File: src/rtl/alu_rstation_bank.sv
// Multi-entry ALU reservation station: dispatch into free slots, CDB operand wakeup with
// same-cycle bypass, oldest-ready select with a sticky selection under issue back-pressure.
module alu_rstation_bank #(
  parameter int WIDTH     = 32,
  parameter int ROB       = 3,
  parameter int C_WIDTH   = 4,
  parameter int DEPTH     = 4,
  parameter int CDB_PORTS = 2
) (
  input  logic                          clk,
  input  logic                          globalReset_n,
  input  logic                          flush,
  input  logic                          disp_valid,
  output logic                          disp_ready,
  input  logic                          disp_rdy1,
  input  logic                          disp_rdy2,
  input  logic [WIDTH-1:0]              disp_val1,
  input  logic [WIDTH-1:0]              disp_val2,
  input  logic [ROB-1:0]                disp_rob1,
  input  logic [ROB-1:0]                disp_rob2,
  input  logic [ROB-1:0]                disp_robInstr,
  input  logic [C_WIDTH-1:0]            disp_ctrl,
  input  logic [CDB_PORTS-1:0]          cdb_valid,
  input  logic [CDB_PORTS*ROB-1:0]      cdb_rob,
  input  logic [CDB_PORTS*WIDTH-1:0]    cdb_result,
  output logic                          issue_valid,
  input  logic                          issue_ready,
  output logic [ROB-1:0]                issue_rob,
  output logic [C_WIDTH-1:0]            issue_ctrl,
  output logic [WIDTH-1:0]              issue_src1,
  output logic [WIDTH-1:0]              issue_src2,
  output logic [$clog2(DEPTH+1)-1:0]    occupancy
);

  localparam int OW = $clog2(DEPTH+1);

  typedef struct packed {
    logic             hit;
    logic [WIDTH-1:0] val;
  } snoop_t;

  // Lowest-numbered matching CDB port wins, so scan from the top and let lower ports overwrite.
  function automatic snoop_t snoop(input logic [ROB-1:0]             tag,
                                   input logic [CDB_PORTS-1:0]       vld,
                                   input logic [CDB_PORTS*ROB-1:0]   rob,
                                   input logic [CDB_PORTS*WIDTH-1:0] res);
    snoop_t s;
    s = '0;
    for (int p = CDB_PORTS-1; p >= 0; p--) begin
      if (vld[p] && (rob[p*ROB +: ROB] == tag)) begin
        s.hit = 1'b1;
        s.val = res[p*WIDTH +: WIDTH];
      end
    end
    return s;
  endfunction

  // Entry state
  logic [DEPTH-1:0]   r_busy;
  logic [DEPTH-1:0]   r_lock_oh;
  logic [DEPTH-1:0]   r_rdy1;
  logic [DEPTH-1:0]   r_rdy2;
  logic [DEPTH-1:0]   r_older [DEPTH];   // r_older[i][j]: entry i was dispatched before entry j
  logic [ROB-1:0]     r_rob   [DEPTH];
  logic [ROB-1:0]     r_tag1  [DEPTH];
  logic [ROB-1:0]     r_tag2  [DEPTH];
  logic [C_WIDTH-1:0] r_ctrl  [DEPTH];
  logic [WIDTH-1:0]   r_val1  [DEPTH];
  logic [WIDTH-1:0]   r_val2  [DEPTH];

  snoop_t             w_snp1 [DEPTH];
  snoop_t             w_snp2 [DEPTH];
  snoop_t             w_dsnp1;
  snoop_t             w_dsnp2;
  logic [WIDTH-1:0]   w_op1  [DEPTH];
  logic [WIDTH-1:0]   w_op2  [DEPTH];
  logic [DEPTH-1:0]   w_elig;
  logic [DEPTH-1:0]   w_oldest_oh;
  logic [DEPTH-1:0]   w_sel_oh;
  logic [DEPTH-1:0]   w_free_oh;
  logic [DEPTH-1:0]   w_disp_oh;
  logic [DEPTH-1:0]   w_fire_oh;
  logic               w_disp;
  logic               w_fire;
  logic [ROB-1:0]     w_rob_mux;
  logic [C_WIDTH-1:0] w_ctrl_mux;
  logic [WIDTH-1:0]   w_src1_mux;
  logic [WIDTH-1:0]   w_src2_mux;

  // Wakeup snoop per stored operand; an operand is usable now if stored-ready or hit this cycle.
  always_comb begin
    w_dsnp1 = snoop(disp_rob1, cdb_valid, cdb_rob, cdb_result);
    w_dsnp2 = snoop(disp_rob2, cdb_valid, cdb_rob, cdb_result);
    for (int i = 0; i < DEPTH; i++) begin
      w_snp1[i] = snoop(r_tag1[i], cdb_valid, cdb_rob, cdb_result);
      w_snp2[i] = snoop(r_tag2[i], cdb_valid, cdb_rob, cdb_result);
      w_op1[i]  = r_rdy1[i] ? r_val1[i] : w_snp1[i].val;
      w_op2[i]  = r_rdy2[i] ? r_val2[i] : w_snp2[i].val;
      w_elig[i] = r_busy[i] && (r_rdy1[i] || w_snp1[i].hit) && (r_rdy2[i] || w_snp2[i].hit);
    end
  end

  // NOTE: every combinational output gets a default before any conditional write, so no latch is inferred.
  always_comb begin
    w_oldest_oh = '0;
    for (int i = 0; i < DEPTH; i++) begin
      w_oldest_oh[i] = w_elig[i];
      for (int j = 0; j < DEPTH; j++) begin
        if ((j != i) && w_elig[j] && r_older[j][i]) w_oldest_oh[i] = 1'b0;
      end
    end
  end

  assign w_sel_oh    = (|r_lock_oh) ? r_lock_oh : w_oldest_oh;
  assign issue_valid = |w_elig;
  assign w_fire      = issue_valid && issue_ready;
  assign w_fire_oh   = w_fire ? w_sel_oh : '0;

  // Isolate the lowest clear bit of r_busy: the lowest-index idle entry.
  assign w_free_oh   = ~r_busy & (r_busy + DEPTH'(1));
  assign disp_ready  = ~(&r_busy);
  assign w_disp      = disp_valid && disp_ready && !flush;
  assign w_disp_oh   = w_disp ? w_free_oh : '0;
  assign occupancy   = OW'($countones(r_busy));

  always_comb begin
    w_rob_mux  = '0;
    w_ctrl_mux = '0;
    w_src1_mux = '0;
    w_src2_mux = '0;
    for (int i = 0; i < DEPTH; i++) begin
      if (w_sel_oh[i]) begin
        w_rob_mux  = w_rob_mux  | r_rob[i];
        w_ctrl_mux = w_ctrl_mux | r_ctrl[i];
        w_src1_mux = w_src1_mux | w_op1[i];
        w_src2_mux = w_src2_mux | w_op2[i];
      end
    end
  end

  // With nothing selected the mux yields zeros; control idles at the all-ones NOP encoding.
  assign issue_rob  = w_rob_mux;
  assign issue_src1 = w_src1_mux;
  assign issue_src2 = w_src2_mux;
  assign issue_ctrl = issue_valid ? w_ctrl_mux : '1;

  // NOTE: sequential state is written with non-blocking assignments so all flops update from pre-edge values.
  always_ff @(posedge clk or negedge globalReset_n) begin
    if (!globalReset_n) begin
      r_busy    <= '0;
      r_lock_oh <= '0;
    end else begin
      r_busy    <= flush ? '0 : ((r_busy & ~w_fire_oh) | w_disp_oh);
      r_lock_oh <= (!flush && issue_valid && !issue_ready) ? w_sel_oh : '0;
    end
  end

  // NOTE: payload and age storage are not reset; r_busy qualifies every read of them.
  always_ff @(posedge clk) begin
    for (int i = 0; i < DEPTH; i++) begin
      if (w_disp_oh[i]) begin
        r_rob[i]  <= disp_robInstr;
        r_ctrl[i] <= disp_ctrl;
        r_tag1[i] <= disp_rob1;
        r_tag2[i] <= disp_rob2;
        r_rdy1[i] <= disp_rdy1 || w_dsnp1.hit;
        r_rdy2[i] <= disp_rdy2 || w_dsnp2.hit;
        r_val1[i] <= disp_rdy1 ? disp_val1 : w_dsnp1.val;
        r_val2[i] <= disp_rdy2 ? disp_val2 : w_dsnp2.val;
      end else if (r_busy[i]) begin
        if (!r_rdy1[i] && w_snp1[i].hit) begin
          r_rdy1[i] <= 1'b1;
          r_val1[i] <= w_snp1[i].val;
        end
        if (!r_rdy2[i] && w_snp2[i].hit) begin
          r_rdy2[i] <= 1'b1;
          r_val2[i] <= w_snp2[i].val;
        end
      end
      // A newly written entry is younger than every entry currently busy.
      for (int j = 0; j < DEPTH; j++) begin
        if (w_disp_oh[j])      r_older[i][j] <= r_busy[i];
        else if (w_disp_oh[i]) r_older[i][j] <= 1'b0;
      end
    end
  end

endmodule

File: config.mk
export PLATFORM = sky130hd
export DESIGN_NAME = alu_rstation_bank
export DESIGN_NICKNAME = d
export VERILOG_FILES = /design/src/rtl/alu_rstation_bank.sv
export SDC_FILE = /design/constraint.sdc
export NUM_CORES = 1
export LEC_CHECK = 0
export CORE_UTILIZATION = 40
export CTS_BUF_LIST = sky130_fd_sc_hd__clkbuf_16
export DETAILED_ROUTE_END_ITERATION = 6
export DONT_BUFFER_PORTS = 1
export GPL_TIMING_DRIVEN = 0
export SYNTH_ARGS = -nofsm -noshare
export SYNTH_HDL_FRONTEND = slang
export SYNTH_SLANG_ARGS = --single-unit
File: constraint.sdc
create_clock -name clk -period 5.1 [get_ports clk]
set_input_delay 1.02 -clock clk [delete_from_list [all_inputs] [get_ports clk]]
set_output_delay 1.02 -clock clk [all_outputs]
set_load 0.05 [all_outputs]
# Word level (Yosys, flattened, before mapping)
# Memory sizes are Yosys's and may differ from the RTL's.
# Cells that the tools add are included.
# totals
wordCells	395
n_memories	7
ramBits	324
ff_bits	16
romBits	0
out_inout_bits	76
latchBits	0
# op_classes
n_shift	0
n_bitwise	38
muxes	208
n_div	0
n_eq_ne	20
reduce_logical	108
multipliers	0
n_lt_le_gt_ge	0
n_addsub	4
# mem_list
name	depth	word_bits	rd	rd_clocked_by_memory_dff	wr	line_no	text
r_val1	4	32	4	0	4	68	logic [WIDTH-1:0] r_val1 [DEPTH];
r_val2	4	32	4	0	4	69	logic [WIDTH-1:0] r_val2 [DEPTH];
r_ctrl	4	4	4	0	1	67	logic [C_WIDTH-1:0] r_ctrl [DEPTH];
r_older	4	4	4	0	4	63	logic [DEPTH-1:0] r_older [DEPTH];
r_rob	4	3	4	0	1	64	logic [ROB-1:0] r_rob [DEPTH];
r_tag1	4	3	4	0	1	65	logic [ROB-1:0] r_tag1 [DEPTH];
+1 memories	n/a	n/a	n/a	n/a	n/a	n/a	
# op_table
cell	count
two-way mux 32 bit	26
two-way mux 33 bit	20
OR 32 bit	6
two-way mux 1 bit	124
equality test 3 bit	20
logical AND 1 bit	53
two-way mux 4 bit	13
two-way mux 3 bit	13
OR reduction 3 bit	9
two-way mux 2 bit	12
nonzero test 2 bit	12
OR 1 bit	20
OR reduction 4 bit	5
OR 4 bit	4
AND reduction 2 bit	8
zero test 1 bit	10
logical OR 1 bit	10
OR 3 bit	3
AND 4 bit	2
NOT 4 bit	2
adder 1 x 1 -> 2 bit	2
adder 4 x 1 -> 4 bit, second input constant	1
AND reduction 4 bit	1
adder 2 x 2 -> 3 bit	1
NOT 1 bit	1

# Depth between registers and ports, before layout
# An unclocked memory read counts as a cell.
# depth
word_depth	21
ltp_mapped	11
mapped_depth_nobuf	7

# Worst setup path after synthesis
# OpenSTA, ideal clock, no wires.
# synth_timing
kind	in2reg
from	input port cdb_rob[5]
to	memory r_val2[1][0] (enable)
setup_ns	0.466
path_buffers	2
slack_ns	0.130
arrival_ns	4.504
path_stages	7
cell_sequence	buf_2 > xor2_1 > nor4_1 > or2_2 > nand2_1 > clkbuf_1 > o21ai_0
# synth_rtl
item	line_no	text
start, declared	24	input logic [CDB_PORTS*ROB-1:0] cdb_rob,
end, declared	69	

# Final worst setup path
# layout_timing
from	input port cdb_rob[2]
to	output port issue_src1[25]
# layout_between
elab_chain_len	18
elab_cells_between_ends	76
cone_classes	eq/ne (8); mux (29); bitwise (3); reduce/logical (36)
# layout_rtl
item	line_no	text
equality test 3 bit	50	if (vld[p] && (rob[p*ROB +: ROB] == tag)) begin
logical AND 1 bit	50	
two-way mux 33 bit	50	
logical OR 1 bit	99	w_elig[i] = r_busy[i] && (r_rdy1[i] || w_snp1[i].hit) && (r_rdy2[i] || w_snp2[i].hit);
logical AND 1 bit (2 in series)	99	
logical AND 1 bit	109	if ((j != i) && w_elig[j] && r_older[j][i]) w_oldest_oh[i] = 1'b0;
two-way mux 1 bit (3 in series)	109	
two-way mux 4 bit	114	assign w_sel_oh = (|r_lock_oh) ? r_lock_oh : w_oldest_oh;
two-way mux 32 bit	132	if (w_sel_oh[i]) begin
OR 32 bit	135	w_src1_mux = w_src1_mux | w_op1[i];
two-way mux 32 bit	132	
OR 32 bit	135	
two-way mux 32 bit	132	
OR 32 bit	135	
two-way mux 32 bit (*)	132	
end, declared	30	output logic [WIDTH-1:0] issue_src1,
# Every way passes the cells marked *; elsewhere a longest branch is shown, timed or not.

==> run_results.csv <==
group,metric,value,unit
clock_network,clock_tree_from_tritoncts,"built",
drt,post_drt_wl_per_cell,29.04,um
sta,clock_skew,26.15,ps
synthesis,async_flop_share,0.02381,
layout,nNetsFinal,2825,
place,dpl_worst_slack,-1224,ps
setup_path,ff2ff_path_depth,9,
setup_path,critPathKind,"primary input to output pin",
drt,detail-route-antenna-nets,0,
clock_network,clk_root_buffer_cell,"sky130_fd_sc_hd__clkbuf_16",
die,ioPinCount,232,
synthesis,syn-cell-area,0.02233,mm2
setup_path,crit_required,4080,ps
die,die_width,238.3,um
power,report.power.total,7.212,mW
run,max_cap_viol_count,0,
sta,period_share,1.011,
setup_path,critical_path_peak_fanout,10,
power,power.density,278.5,mW/mm2
global_routing,grt_antenna_before_repair,17,
layout,most_common_cell_after_layout_fill_and_taps_aside,"sky130_fd_sc_hd__nand2_1",
place,post-dp-hpwl,72740,um
layout,final_core_util,0.4700,
outcome,violations,"negative setup slack",
worst_hold_path,min-delay-path-class,"primary input to asynchronous set/reset pin",
sta,setup_viol,5,
setup_path,critical_path.startpoint_type,"primary input",
global_routing,globalRouteTotalUtil,0.3447,
sta,max_freq,0.1940,GHz
drt,post-route-drc-count,0,
sta,tightest_slew,1111,ps
drt,drt_wl_total,100300,um
die,std_cell_rows,86,
sta,timing.final.hold_violations,0,
layout,share_of_final_layout_standard_cells_stronger_than_drive_strength_1,0.07352,
layout,syn_to_final_growth,15.99,%
sta,final_period_minus_worst_setup_slack,5154,ps
setup_path,endpoint_kind,"output pin",
drt,vias,22536,
global_routing,first_global_vias,21094,
synthesis,distinct_cell_type_count_of_the_synthesized_netlist,47,
global_routing,pin_count_of_the_biggest_net_entering_global_routing,34,
clock_network,tritoncts.num_buffers,41,
layout,commonest_cells_after_routing_fill_and_taps_aside,"sky130_fd_sc_hd__nand2_1, sky130_fd_sc_hd__o21ai_0, sky130_fd_sc_hd__edfxtp_1",
drt,per_cell_via_count_in_the_routed_design,6.523,
synthesis,synth_area_per_cell,8.564,um2
die,initial_core_util,0.4053,
clock_network,h-tree-depth,2,
die,coreArea,0.05509,mm2
synthesis,ys_seq_elements,336,
sta,max_slew_violations,0,
drt,drt_iter0_drc,3260,
power,vdd.ir_drop.worst,169.5,uV
synthesis,synth.area.top_cells,"sky130_fd_sc_hd__edfxtp_1, sky130_fd_sc_hd__nand2_1, sky130_fd_sc_hd__o21ai_0, sky130_fd_sc_hd__mux2i_1, sky130_fd_sc_hd__a22oi_1",
power,p_leak,8.739,nW
synthesis,synth_fp_nets,2768,
clock_network,cts.sinks,336,
synthesis,netlist_instances,2607,
synthesis,synth.top_cell.area_share,0.4398,
die,die-height,238.3,um
sta,timing.max_slew.rel_slack,0.2597,
synthesis,synth_edf_count,327,
synthesis,yosysSeqAreaShare,0.4497,
global_routing,globalRouteOverflowTotal,0,
setup_path,worst_path_max_delay_cell,"sky130_fd_sc_hd__o41ai_4",
clock_network,clkSlewWorstSetupHoldPaths,60,ps
outcome,run_status,"complete, but fails checks",
sta,setup-tns-final,-109.8,ps
setup_path,cpPeakStageDelay,450,ps
place,finalWeightedCongestion,0.9845,
die,fp.dieArea,0.05677,mm2
place,place.port_buffers,0,
clock_network,cts_buffer_depth,3,
clock_network,clock_insertion_delay_worst_skew,580,ps
drt,firstDrtPassIters,6,
setup_path,path_cells,"buf_4, xnor2_1, and4_1, buf_2, o31a_1, and3_1, o41ai_4, buf_4, buf_2, a22oi_1, o221ai_2",
clock_network,holdBufCountCts,0,
setup_path,worst_ep_arrival_time,4130,ps
synthesis,synthFlopType,"sky130_fd_sc_hd__edfxtp_1",
synthesis,synth_area_leader_cell,"sky130_fd_sc_hd__edfxtp_1",
global_routing,grt_first_pass_wirelength,143600,um
sta,final_critical_path_setup_slack,-53.65,ps
synthesis,yosys_warnings,0,
[critical path: cells and delay by family]
family | cells | cell delay [ps]
simple gates | 2 | 440
buf+inv | 4 | 1150
compound gates | 4 | 1350
xor+xnor | 1 | 140
[cell usage after synthesis (all sizes together) (9+ instances only)]
master  count
a21boi     54
a21oi     140
a22oi     167
a31oi      66
and3        9
buf        45
clkbuf    250
edfxtp    327
inv        17
mux2i     160
nand2     560
nand3      12
nand4      15
nor2      199
o21ai     390
o221ai     64
xnor2      51
xor2        9
[cells by family (layout without fill, tap and decap cells)]
kind of cell / after synthesis / count (layout) / synth area share
AOI/OAI and AO/OA: 898 / 898 / 0.2466
DFF: 336 / 336 / 0.4497
buffers and inverters: 313 / 399 / 0.05503
xor gates and xnor gates: 60 / 60 / 0.02354
other: 0 / 14 / 0
muxes: 160 / 160 / 0.07173
and+or+nand+nor: 835 / 835 / 0.1503
adders and majority gates: 5 / 5 / 0.003138
[sequential cells by signal, summed over array words and instances, names as in the netlist]
register	cells
r_tag2	12
r_older	12
r_ctrl	16
r_tag1	12
r_val2	128
r_rob	12
r_lock_oh	4
r_busy	4
r_val1	128
r_rdy1	4
r_rdy2	4
[worst paths after layout]
check	from	endpoint	slack [ps]
setup / recovery	cdb_rob[2]	issue_src1[25]	-50
hold / removal	globalReset_n	r_busy[2]	130
setup reg to reg	r_busy[0]	r_val1[1][12]	480
hold reg to reg	r_older[1][0]	r_older[1][0]	510
max in group asynchronous	globalReset_n	r_busy[0]	4900
min in group clk	r_older[1][0]	r_older[1][0]	510
[per-stage QoR]
stage | instance area, um2 | std cells | hold WS [ps]
2_1_floorplan | 22330 | 2607 | 435.4
3_3_place_gp | 23260 | 3355 | 482.7
3_5_place_dp | 23380 | 3359 | 501.7
4_1_cts | 25710 | 3441 | 115.4
5_1_grt | 25890 | 3453 | 124.3
6_report | 25900 | 3455 | 130.2
[per-layer routing]
layer  up-vias  routed length (um)  GRT usage
met5         -                  51          0
met4         8                5469     0.1863
met3       294               12070    0.08087
met2      1685               44270     0.5202
met1     10923               38460     0.4567
li1       9626                   -          -
[area by class of cell]
class,instances,area (um2)
clock inverters,31,187.7
fillers,5358,29200
repair buffers,14,162.7
well taps,748,935.9
plain buffers,295,1217
inverters,18,67.56
diodes,14,35.03
clock buffers,41,1026
multi-input cells,1958,12220
flip-flops and latches,336,10040
[power by group]
part	internal (mW)	switching [mW]	total (mW)
clock	1.56	1.25	2.80
sequential	3.13	0.0258	3.16
combinational	0.330	0.920	1.25
[timing repair]
action                                  4_1_cts  5_1_grt
setup buffers                                10        0
endpoints found under the setup margin       71       71
pin swaps                                    12        1
gates resized for setup                     149       26
Power figures use the tool's default switching activity.
